### config.mk
export PLATFORM = sky130hd
export DESIGN_NAME = pixel_unpacker
export DESIGN_NICKNAME = d
export VERILOG_FILES = /design/src/rtl/pixel_unpacker_pkg.sv /design/src/rtl/pixel_unpacker_sat_counter.sv /design/src/rtl/pixel_unpacker.sv
export SDC_FILE = /design/constraint.sdc
export NUM_CORES = 1
export LEC_CHECK = 0
export ABC_AREA = 1
export ABC_CLOCK_PERIOD_IN_PS = 2550
export CORE_AREA = 8 8 99 110
export DETAILED_ROUTE_END_ITERATION = 10
export DIE_AREA = 0 0 107 118
export PLACE_DENSITY = 0.93
export SLEW_MARGIN = 30
export SYNTH_ARGS = -nofsm -noshare
export SYNTH_HDL_FRONTEND = slang
export SYNTH_SLANG_ARGS = --single-unit
### constraint.sdc
create_clock -name i_clk_125M -period 2.55 [get_ports i_clk_125M]
set_clock_uncertainty 0.05 [all_clocks]
set_input_delay 0.51 -clock i_clk_125M [delete_from_list [all_inputs] [get_ports i_clk_125M]]
set_output_delay 0.51 -clock i_clk_125M [all_outputs]
set_load 0.05 [all_outputs]
### src/rtl/pixel_unpacker_pkg.sv
// -----------------------------------------------------------------------------
// pixel_unpacker_pkg
//
// Definitions shared by the receive-side pixel unpacker and by the display
// controller that reads the pixel FIFO on the other side.
//
//   * FIFO word layout (29 bits): {x_count[1:0], y_count[10:0], Y[7:0], C[7:0]}
//   * Line header layout (16 bits, big-endian on the wire):
//       [15:14] x_count, [13:11] reserved, [10:0] y_count
//   * Unpacker FSM state encoding
//   * pack / unpack helpers so both ends of the FIFO agree on bit positions
// -----------------------------------------------------------------------------
package pixel_unpacker_pkg;

    // FIFO word layout
    localparam int PIX_W  = 29;
    localparam int XC_MSB = 28;
    localparam int XC_LSB = 27;
    localparam int YC_MSB = 26;
    localparam int YC_LSB = 16;
    localparam int Y_MSB  = 15;
    localparam int Y_LSB  = 8;
    localparam int C_MSB  = 7;
    localparam int C_LSB  = 0;

    // Line header field positions within the 16-bit header
    localparam int HDR_XC_MSB = 15;
    localparam int HDR_XC_LSB = 14;
    localparam int HDR_YC_MSB = 10;
    localparam int HDR_YC_LSB = 0;

    // The same fields as seen inside the first (high) header byte
    localparam int HDR_HI_XC_MSB = HDR_XC_MSB - 8;
    localparam int HDR_HI_XC_LSB = HDR_XC_LSB - 8;
    localparam int HDR_HI_YC_MSB = HDR_YC_MSB - 8;

    typedef enum logic [2:0] {
        ST_IDLE   = 3'd0,
        ST_HDR_LO = 3'd1,
        ST_PIX_Y  = 3'd2,
        ST_PIX_C  = 3'd3,
        ST_DROP   = 3'd4
    } state_t;

    typedef struct packed {
        logic [1:0]  x_count;
        logic [10:0] y_count;
        logic [7:0]  luma;
        logic [7:0]  chroma;
    } pix_word_t;

    // Builds a FIFO word from its fields.
    function automatic logic [PIX_W-1:0] pack_pix(
        input logic [1:0]  x_count,
        input logic [10:0] y_count,
        input logic [7:0]  luma,
        input logic [7:0]  chroma
    );
        logic [PIX_W-1:0] w;
        w                = '0;
        w[XC_MSB:XC_LSB] = x_count;
        w[YC_MSB:YC_LSB] = y_count;
        w[Y_MSB:Y_LSB]   = luma;
        w[C_MSB:C_LSB]   = chroma;
        return w;
    endfunction

    // Splits a FIFO word back into its fields (controller read side).
    function automatic pix_word_t unpack_pix(input logic [PIX_W-1:0] w);
        pix_word_t p;
        p.x_count = w[XC_MSB:XC_LSB];
        p.y_count = w[YC_MSB:YC_LSB];
        p.luma    = w[Y_MSB:Y_LSB];
        p.chroma  = w[C_MSB:C_LSB];
        return p;
    endfunction

endpackage

### src/rtl/pixel_unpacker_sat_counter.sv
// -----------------------------------------------------------------------------
// sat_counter
//
// Statistics counter that increments by one per cycle on 'inc' and sticks at
// all-ones instead of wrapping, so a long-running link never reports a
// misleadingly small count.
//
// Ports:
//   i_clk_125M  in   clock, rising edge
//   i_rst_n     in   asynchronous active-low reset (count -> 0)
//   inc         in   increment request for this cycle
//   clear       in   synchronous clear, wins over inc
//   count       out  CNT_W-bit counter value
// -----------------------------------------------------------------------------
module sat_counter #(
    parameter int CNT_W = 16
) (
    input  logic             i_clk_125M,
    input  logic             i_rst_n,
    input  logic             inc,
    input  logic             clear,
    output logic [CNT_W-1:0] count
);

    // NOTE: sequential state is always assigned with <= so every flop samples
    // the pre-edge values of its neighbours, independent of statement order.
    always_ff @(posedge i_clk_125M or negedge i_rst_n) begin
        if (!i_rst_n) begin
            count <= '0;
        end else if (clear) begin
            count <= '0;
        end else if (inc && (count != {CNT_W{1'b1}})) begin
            count <= count + 1'b1;
        end
    end

endmodule

### src/rtl/pixel_unpacker.sv
// -----------------------------------------------------------------------------
// pixel_unpacker
//
// Receive-side stage in front of the display controller's pixel FIFO. Takes
// the stripped UDP payload (2-byte line header, then 4:2:2 Y/C byte pairs) and
// writes one 29-bit FIFO word per Y/C pair:
//     {x_count[1:0], y_count[10:0], Y[7:0], C[7:0]}
// Malformed packets (bad line index, wrong length, FIFO overflow, restart via a
// new SOP) are dropped and counted. The byte stream is never back-pressured.
//
// Ports:
//   i_clk_125M   in   receive byte clock
//   i_rst_n      in   asynchronous active-low reset
//   i_valid      in   byte strobe
//   i_data[7:0]  in   payload byte
//   i_sop        in   first payload byte (qualified by i_valid)
//   i_eop        in   last payload byte (qualified by i_valid)
//   i_fifo_full  in   pixel FIFO full flag
//   o_wr_en      out  FIFO write strobe, one cycle per pixel
//   o_wr_data    out  FIFO word
//   o_busy       out  high while a packet is being parsed or discarded
//   o_pkt_cnt    out  complete packets written (saturating)
//   o_drop_cnt   out  packets dropped or malformed (saturating)
// -----------------------------------------------------------------------------
module pixel_unpacker
    import pixel_unpacker_pkg::*;
#(
    parameter int PIXELS_PER_PKT = 600,
    parameter int V_LINES        = 720,
    parameter int CNT_W          = 16
) (
    input  logic             i_clk_125M,
    input  logic             i_rst_n,
    input  logic             i_valid,
    input  logic [7:0]       i_data,
    input  logic             i_sop,
    input  logic             i_eop,
    input  logic             i_fifo_full,
    output logic             o_wr_en,
    output logic [PIX_W-1:0] o_wr_data,
    output logic             o_busy,
    output logic [CNT_W-1:0] o_pkt_cnt,
    output logic [CNT_W-1:0] o_drop_cnt
);

    localparam int PC_W = (PIXELS_PER_PKT > 1) ? $clog2(PIXELS_PER_PKT) : 1;
    localparam logic [PC_W-1:0] PIX_LAST  = PC_W'(PIXELS_PER_PKT - 1);
    localparam logic [10:0]     V_LINES_L = 11'(V_LINES);

    state_t      state;
    logic [1:0]  hdr_x;      // x_count taken from the header high byte
    logic [2:0]  hdr_yhi;    // y_count[10:8] taken from the header high byte
    logic [1:0]  x_q;
    logic [10:0] y_q;
    logic [7:0]  y_byte;
    logic [PC_W-1:0] pix_cnt;
    logic        pkt_inc;
    logic        drop_inc;
    logic [10:0] hdr_y;

    // Full line index as it becomes known on the header low byte.
    assign hdr_y  = {hdr_yhi, i_data};
    assign o_busy = (state != ST_IDLE);

    // Counter events are registered pulses, so the statistics outputs move
    // one cycle after the byte that caused them.
    always_ff @(posedge i_clk_125M or negedge i_rst_n) begin
        // NOTE: the data-path registers are reset along with the control state
        // because o_wr_data must read zero out of reset, and a stale header
        // must never leak into a packet that starts after a reset.
        if (!i_rst_n) begin
            state     <= ST_IDLE;
            hdr_x     <= '0;
            hdr_yhi   <= '0;
            x_q       <= '0;
            y_q       <= '0;
            y_byte    <= '0;
            pix_cnt   <= '0;
            o_wr_en   <= 1'b0;
            o_wr_data <= '0;
            pkt_inc   <= 1'b0;
            drop_inc  <= 1'b0;
        end else begin
            o_wr_en  <= 1'b0;
            pkt_inc  <= 1'b0;
            drop_inc <= 1'b0;

            if (i_valid) begin
                if (i_sop && (state != ST_IDLE)) begin
                    // Restart: abandon the current packet and treat this byte
                    // as a new header. A packet already in DROP was counted on
                    // entry, so it is not counted a second time. An abort in
                    // PIX_C never writes the byte.
                    if (state != ST_DROP) begin
                        drop_inc <= 1'b1;
                    end
                    hdr_x   <= i_data[HDR_HI_XC_MSB:HDR_HI_XC_LSB];
                    hdr_yhi <= i_data[HDR_HI_YC_MSB:0];
                    state   <= i_eop ? ST_IDLE : ST_HDR_LO;
                end else begin
                    case (state)
                        ST_IDLE: begin
                            // Anything before an SOP is ignored.
                            if (i_sop) begin
                                hdr_x   <= i_data[HDR_HI_XC_MSB:HDR_HI_XC_LSB];
                                hdr_yhi <= i_data[HDR_HI_YC_MSB:0];
                                if (i_eop) begin
                                    drop_inc <= 1'b1;
                                end else begin
                                    state <= ST_HDR_LO;
                                end
                            end
                        end

                        ST_HDR_LO: begin
                            x_q     <= hdr_x;
                            y_q     <= hdr_y;
                            pix_cnt <= '0;
                            if (i_eop) begin
                                drop_inc <= 1'b1;
                                state    <= ST_IDLE;
                            end else if (hdr_y >= V_LINES_L) begin
                                drop_inc <= 1'b1;
                                state    <= ST_DROP;
                            end else begin
                                state <= ST_PIX_Y;
                            end
                        end

                        ST_PIX_Y: begin
                            if (i_eop) begin
                                drop_inc <= 1'b1;
                                state    <= ST_IDLE;
                            end else begin
                                y_byte <= i_data;
                                state  <= ST_PIX_C;
                            end
                        end

                        ST_PIX_C: begin
                            if (i_fifo_full) begin
                                // Overflow costs the whole rest of the packet;
                                // a trailing EOP on this byte still closes it.
                                drop_inc <= 1'b1;
                                state    <= i_eop ? ST_IDLE : ST_DROP;
                            end else begin
                                o_wr_en   <= 1'b1;
                                o_wr_data <= pack_pix(x_q, y_q, y_byte, i_data);
                                if (pix_cnt == PIX_LAST) begin
                                    if (i_eop) begin
                                        pkt_inc <= 1'b1;
                                        state   <= ST_IDLE;
                                    end else begin
                                        // Overlong: keep the last pixel, skip
                                        // the excess up to the EOP.
                                        drop_inc <= 1'b1;
                                        state    <= ST_DROP;
                                    end
                                end else if (i_eop) begin
                                    // Short packet: pixels already written stand.
                                    drop_inc <= 1'b1;
                                    state    <= ST_IDLE;
                                end else begin
                                    pix_cnt <= pix_cnt + 1'b1;
                                    state   <= ST_PIX_Y;
                                end
                            end
                        end

                        ST_DROP: begin
                            if (i_eop) begin
                                state <= ST_IDLE;
                            end
                        end

                        default: begin
                            state <= ST_IDLE;
                        end
                    endcase
                end
            end
        end
    end

    sat_counter #(
        .CNT_W (CNT_W)
    ) u_pkt_cnt (
        .i_clk_125M (i_clk_125M),
        .i_rst_n    (i_rst_n),
        .inc        (pkt_inc),
        .clear      (1'b0),
        .count      (o_pkt_cnt)
    );

    sat_counter #(
        .CNT_W (CNT_W)
    ) u_drop_cnt (
        .i_clk_125M (i_clk_125M),
        .i_rst_n    (i_rst_n),
        .inc        (drop_inc),
        .clear      (1'b0),
        .count      (o_drop_cnt)
    );

endmodule

# Yosys cells after proc, flatten, opt, wreduce, memory -nomap -nowiden
# Index checks and enable logic that the tools add are counted.
# totals
in_bits	14
output_inout_bits	63
ff_bits	103
# classes
reduce_logical	14
add_sub_neg	3
n_bitwise	3
magnitude_cmp	1
n_eq_ne	14
n_mux	43
# ops
operator	count
3-bit two-way mux	12
16-bit by 1-bit adder with 16-bit output (second input constant)	2
16-bit != test (second input constant)	2
10-bit two-way mux	3
1-bit two-way mux	20
10-bit one-hot mux with 2 select lines	1
3-bit one-hot mux with 5 select lines	1
3-bit != test (second input constant)	4
4-bit AND reduction	3
11-bit by 10-bit greater-or-equal comparator with 1-bit output (second input constant)	1
10-bit by 1-bit adder with 10-bit output (second input constant)	1
10-bit equality test (second input constant)	1
2-bit two-way mux	5
3-bit by 2-bit equality test with 1-bit output (second input constant)	2
2-bit != test (second input constant)	3
3-bit AND reduction	2
6-bit AND reduction	1
2-bit nonzero test	3
1-bit one-hot mux with 4 select lines	1
3-bit by 1-bit equality test with 1-bit output (second input constant)	1
3-bit equality test (second input constant)	1
1-bit logical AND	3
3-bit zero test	1
1-bit inverter	3
3-bit nonzero test	1

# Longest topological paths before layout
# Gate-level depths: netlist of run 1.
# depth
word_depth	6
depth_mapped	11
mapped_depth_nobuf	11

# Cells and area by module
# A second synthesis of run 1 with hierarchy kept.
# unflattened
cells_unflattened	671
hier_area_um2	5216.3
# by_module_without_submodules
module	area_per_inst_um2	seq_area_each_um2	cells_each	n_inst
pixel_unpacker	3145.5	1776.7	382	1
sat_counter at u_drop_cnt	1037.2	400.4	144	1
sat_counter at u_pkt_cnt	1033.5	400.4	145	1

# Worst setup path before layout of run 1
# Ideal clock, no wire load.
# synth_timing
path_type	flip-flop to flip-flop
from	register u_drop_cnt.count[0]
to	register u_drop_cnt.count[9]
t_arrival_ps	1810
synth_period_minus_slack_ps	1978
setup_ps	118
path_slack_ps	572
path_stages_with_launch	10
path_cell_list	dfrtp_1 > ha_1 > nand3_1 > nor3_2 > nand2_1 > nand2_2 > inv_2 > buf_2 > nand2_1 > nand2_1
# synth_between
elab_chain_cells	2
# synth_rtl
item	line	rtl
start: declaration	pixel_unpacker_sat_counter.sv:22	output logic [CNT_W-1:0] count
start signal: assignment	pixel_unpacker_sat_counter.sv:33	count <= count + 1'b1;
parallel branches: the longest is 2 deep, another holds 16-bit by 1-bit adder with 16-bit output	--	
# Parallel ways; which one is timed is not known.
# A chain may end at the register's enable or synchronous reset.

# Worst setup path in the final report of run 1
# layout_timing
from	register state[2]
to	output o_busy
# layout_between
elab_chain_cells	1
# layout_rtl
item	line	rtl
start: declaration	pixel_unpacker.sv:50	state_t state;
start signal: assignment	pixel_unpacker.sv:99	state <= i_eop ? ST_IDLE : ST_HDR_LO;
start signal: assignment	pixel_unpacker.sv:145	state <= i_eop ? ST_IDLE : ST_DROP;
3-bit nonzero test	pixel_unpacker.sv:63	assign o_busy = (state != ST_IDLE);
end: declaration	pixel_unpacker.sv:41	output logic o_busy,
# Every way passes these cells.

==> results of run 1 <==
[cell families after synthesis]
group	share of synthesized area, %
AND/OR/NAND/NOR	32.23
flip-flops	49.95
buffers and inverters	6.644
AO/OA/AOI/OAI	5.989
XOR/XNOR	3.734
adder cells (fa/ha/maj)	1.455
[power groups by stage]
stage	combinational, mW	clock [mW]	sequential (mW)
after detailed placement	1.85	0	2.30
final	1.84	1.11	2.27
after global placement	1.79	0	2.28
after floorplan	0.695	0	2.82
after global routing	1.99	1.19	2.31
after CTS	1.86	1.12	2.27
[final timing paths]
| check | start | end | slack, ns | cells after the start |
|---|---|---|---|---|
| min in group i_clk_125M | y_q[1] | o_wr_data[17] | 0.43 | 2 |
| max | state[2] | o_busy | 0.16 | 3 |
| max in group asynchronous | i_rst_n | state[1] | 1.72 | 2 |
| min reg2reg | y_q[1] | o_wr_data[17] | 0.43 | 2 |
| max reg2reg | pix_cnt[0] | pix_cnt[7] | 0.50 | 8 |
| min | i_rst_n | u_pkt_cnt.count[2] | 0.09 | 1 |
[critical path: cells and delay by family (launching register included)]
kind / cells / cell delay, ns
buf+inv: 2 / 0.93
flops: 1 / 0.42
simple gates: 1 / 0.12
[per-layer routing]
| metal | part of all wire [%] | track usage (%) | vias to the layer above |
|---|---|---|---|
| met5 | 0 | 0 | - |
| met1 | 42 | 23.29 | 2147 |
| met3 | 5.8 | 3.943 | 25 |
| met4 | 2.4 | 8.018 | 0 |
| li1 | - | - | 2237 |
| met2 | 50 | 32.22 | 166 |
[metrics by stage]
stage	setup slack [ns]	hold slack (ns)	total power [mW]	cell area [um2]	utilization, %
after detailed placement	0.2372	0.4098	4.145	5991	65.69
after CTS	0.1360	0.09189	5.247	6207	68.06
after global placement	0.3727	0.4007	4.065	5991	65.69
after floorplan	0.5722	0.1644	3.512	5160	-
after global routing	0.07164	0.1203	5.503	6207	68.06
final	0.1621	0.09201	5.226	6207	68.06
[cells in the mapped netlist (all sizes together) (2+ instances only)]
| cell type | number |
|---|---|
| buf | 16 |
| dfrtp | 103 |
| o211ai | 2 |
| clkbuf | 2 |
| o21ai | 48 |
| xnor2 | 14 |
| nor3b | 2 |
| nand2 | 293 |
| ha | 6 |
| xor2 | 8 |
| nand4 | 10 |
| nand3 | 33 |
| a21oi | 7 |
| inv | 57 |
| nor2 | 60 |
| nor3 | 6 |
[layout make-up]
cell class | instances | area, um2 | share of cell area, %
flip-flops and latches | 103 | 2577 | 41.52
multi-input cells | 493 | 2240 | 36.08
repair buffers | 81 | 808.3 | 13.02
inverters | 58 | 219.0 | 3.528
well taps | 117 | 146.4 | 2.358
clock buffers | 10 | 137.6 | 2.217
clock inverters | 6 | 78.83 | 1.270
[flip-flops by register name, summed over array words and instances, names as in the netlist]
signal and cells:
o_wr_data 29, u_drop_cnt.count 16, u_pkt_cnt.count 16, y_q 11, pix_cnt 10, y_byte 8
hdr_yhi 3, state 3, hdr_x 2, x_q 2, drop_inc 1, o_wr_en 1
pkt_inc 1
==> run metrics, run 1 <==
critical path startpoint category flip-flop; Post-CTS Hold Buffers 0; peak ir drop on the vdd network 620.0 uV; Clock Tree Buf Depth 2; die width 107 um; CTS Root Cell clkbuf_8; sw power 2.140 mW; Pre-Repair DR Iteration Count 6; drt drc 0; Peak Freq 418.8 MHz; sw frac 40.95%; CP cell instances inv_1 -> nand2_4 -> clkdlybuf4s50_1; Clock power frac 21.3%; first-pass GRT wire length 20240 um; clk_lat worst skew 0.37 ns; Placer Congestion 0.9000; DR WL/cell 13.59 um; Crit path largest cell delay 0.81 ns; Period minus WS final 2.388 ns; Max Slew Vio Count 0; Initial Util 56.58%; max cap viols 0; Area contributors post-synth dfrtp_1 50%, nand2_1 21%, nor2_1 4.3%, inv_1 4.0%, o21ai_0 3.5%; detailed-placement wirelength estimate 8670 um; ys flop type dfrtp_1; total number of vias 4575; ANT cells 0; die area 12630 um2; CORE AREA 9120 um2; row count 37; antenna violations before repair 0; Iteration-0 DRC Markers 359; fraction of layout cells with a size suffix above 1 4.927%; # resized after CTS 0; Yosys Warn Count 0; GR Util All Layers 19.22%; Die H 118 um; Final Cycle Share 93.64%; number of global-route vias before repair 4403; Seq pwr share 43.5%; Vias per Instance 5.271; commonest non-fill, non-tap cell in the layout nand2_1; Relative slew margins 58.92%; syn nets 692; clk sinks 103; Area Overhead vs Synth 20.30%; CTS H-tree depth 3; Yosys reg bits 103; CP max stage cell clkdlybuf4s50_1; post-CTS setup buffers 0; Hold Path Class input port to asynchronous set/reset pin; Logic pwr share 35.2%; status finished, final reports clean; Layout fillers 726; crit end category output pin; Pint 3.086 mW; Hold Vio Cnt, Final 0; # nets final 766; final cell count without fillers 868; final setup vio count 0; Least-Margin Pin Slew 0.6162 ns; crit path DAT 1.83 ns; I/O pins 77; Cells after Synth 672; ANT nets after route 0; Overflow after GRT 0; Post-synth EDFFs 0; Synth area leader dfrtp_1; TritonCTS buffer count 9; top cell type's share of synthesized area 49.95%; crit-path max FO 5; Setup TNS 0 ns; required time worst endpoint 1.99 ns; Placed Cells incl. Taps 852; Synth async-reset ratio 100.0%; pwr/cell area 841.8 nW/um2; clock slew at reported path FFs 0.11 ns; Crit Path Category flip-flop to output pin; most frequent cells in the layout 286 x nand2_1, 103 x dfrtp_1, 75 x clkdlybuf4s50_1; post-synth cell types 30; syn avg cell area 7.678 um2; IO Port Bufs 76; largest net degree at the start of global routing 49; Detailed Route WL 11800 um; Leak 3.043 nW; sequential area share after synthesis 49.95%; RSZ-0062 raised after global routing false; TritonCTS clock tree built; Mapped Area 5160 um2
No activity file was read; power rests on OpenSTA's default activity.
==> inputs of run 2 (changes only) <==
- ABC_CLOCK_PERIOD_IN_PS: 2550 -> default
==> results of run 2 <==
Same layout as run 1: the final DEF is identical, and so are final timing and power.
==> inputs of run 3 (changes only) <==
- GPL_ROUTABILITY_DRIVEN: default -> 0
==> run 3 against run 2 <==
Against the previous run: power up 2.4%; register-to-register slack got worse by 0.07 ns; hold slack worse by 0.050 ns; clock power rose by 9%; sequential share of layout area fell by 0.14 points; critical path depth unchanged; die area unchanged; first-iteration DRC count decreased by 11%; critical path type unchanged; critical endpoint unchanged; largest cell class unchanged.
==> run metrics, run 3 (same netlist as run 1, synthesis figures left out) <==
status finished, final reports clean; Setup WS post-layout 0.1103 ns (-0.05181 ns); DP Area 5978 um2 (-0.21%); Largest regs o_wr_data: 29 flops, u_drop_cnt.count: 16 flops, u_pkt_cnt.count: 16 flops; CTS Root Cell clkbuf_8; Overflow after GRT 0 (unchanged); Setup TNS 0 ns (unchanged); Relative slew margins 61.56% (+2.6 points); R2R Path End pix_cnt[5]; Die H 118 um (unchanged); detailed-placement wirelength estimate 8966 um (+3.4%); number of global-route vias before repair 4518 (+2.6%); commonest non-fill, non-tap cell in the layout nand2_1; DR WL/cell 14.50 um (+6.7%); Max Slew Vio Count 0 (unchanged); first-pass GRT wire length 21220 um (+4.8%); reg-to-reg critical path startpoint pix_cnt[0]; Hold Path Class input port to asynchronous set/reset pin; most frequent cells in the layout 286 x nand2_1, 103 x dfrtp_1, 75 x clkdlybuf4s50_1; Crit Path Category flip-flop to output pin; die area 12630 um2 (unchanged); Layout fillers 689 (-5.1%); RSZ-0062 raised after global routing false; IO Port Bufs 76 (unchanged); Post-CTS Hold Buffers 0 (unchanged); TritonCTS buffer count 9 (unchanged); Vias per Instance 5.351 (+1.5%); R2R Setup Slk 0.43 ns (-0.07 ns); CP cell instances inv_1 -> nand2_4 -> clkdlybuf4s50_1; row count 37 (unchanged); CP max stage cell clkdlybuf4s50_1; CTS H-tree depth 3 (unchanged); Hold Vio Cnt, Final 0 (unchanged); max cap viols 0 (unchanged); register area 2577 um2 (unchanged); Iteration-0 DRC Markers 319 (-11%); critical path startpoint category flip-flop; Multi-input gate area 2240 um2 (unchanged); antenna violations before repair 0 (unchanged); Crit path largest cell delay 0.81 ns (about the same); drt drc 0 (unchanged); Final Cycle Share 95.68% (+2.0 points); CORE AREA 9120 um2 (unchanged); # nets final 766 (unchanged); pre-CTS WS 0.2416 ns (+0.004480 ns); crit-path max FO 5 (unchanged); Area Overhead vs Synth 20.71%; peak ir drop on the vdd network 522.3 uV (-16%); GR Util All Layers 20.36% (+1.1 points); fraction of layout cells with a size suffix above 1 4.927% (unchanged); required time worst endpoint 1.99 ns (about the same); post-CTS setup buffers 0 (unchanged); pwr/cell area 858.8 nW/um2 (+2.0%); Clock Tree Buf Depth 2 (unchanged); largest net degree at the start of global routing 41 (-16%); final setup vio count 0 (unchanged); die width 107 um (unchanged); Detailed Route WL 12580 um (+6.7%); Largest register FFs 29 (unchanged); clk_lat worst skew 0.37 ns (about the same); FF-to-FF path depth 8 (unchanged); clk sinks 103 (unchanged); Period minus WS final 2.440 ns (+0.05181 ns); most flop-heavy register o_wr_data; TritonCTS clock tree built; Least-Margin Pin Slew 0.5747 ns (-0.04145 ns); Leak 3.049 nW (+0.21%); Pre-Repair DR Iteration Count 5 (-1); Initial Util 56.58% (unchanged); total number of vias 4645 (+1.5%); crit end category output pin; Peak Freq 409.9 MHz (-2.1%); crit path DAT 1.88 ns (+0.05 ns); design area 6228 um2 (+0.34%); ANT nets after route 0 (unchanged); clock slew at reported path FFs 0.11 ns (about the same); ANT cells 0 (unchanged); I/O pins 77 (unchanged); # resized after CTS 0 (unchanged)
## run 3: how the worst max path moves through the flow
stage | startpoint | end | cells after the start
global placement | i_eop | drop_inc | 9
detailed placement | i_valid | pix_cnt[5] | 6
finish | state[2] | o_busy | 3
floorplan | u_drop_cnt.count[0] | u_drop_cnt.count[9] | 9
global route | state[2] | o_busy | 3
CTS | state[2] | o_busy | 3
## run 3: worst max-delay path: cells and delay by family, from the launching register on
family | cells | cell delay, ns
flops | 1 | 0.45
buf+inv | 2 | 0.94
simple gates | 1 | 0.13
## run 3: routing by layer
metal  track usage (%)  share of wire (%)  vias up  wire [um]
met1             23.80                 41     2202       5177
li1                  -                  -     2240          -
met2             35.53                 51      180       6368
met3             4.053                6.5       23        819
met5                 0                  0        -          0
met4             7.753                1.7        0        218
## run 3: cell type report
type / instances / share of cell area [%]
clock inverters: 7 / 2.029
flip-flops and latches: 103 / 41.38
clock buffers: 9 / 1.989
repair buffers: 81 / 12.78
multi-input cells: 493 / 35.96
well taps: 117 / 2.350
inverters: 58 / 3.515
## run 3: power breakdown
group	total, mW	switching [mW]	internal, mW
Clock	1.21	0.626	0.585
Sequential	2.28	0.286	1.99
Combinational	1.86	1.27	0.589
## run 3: through the flow
stage               instances  hold slack [ns]  utilization, %  total power, mW
global placement          852           0.3997           65.55            4.062
floorplan                 672           0.1644               -            3.512
detailed placement        852           0.4099           65.55            4.150
finish                    868          0.04157           68.29            5.349
CTS                       868          0.04586           68.29            5.362
global route              868          0.06220           68.29            5.599
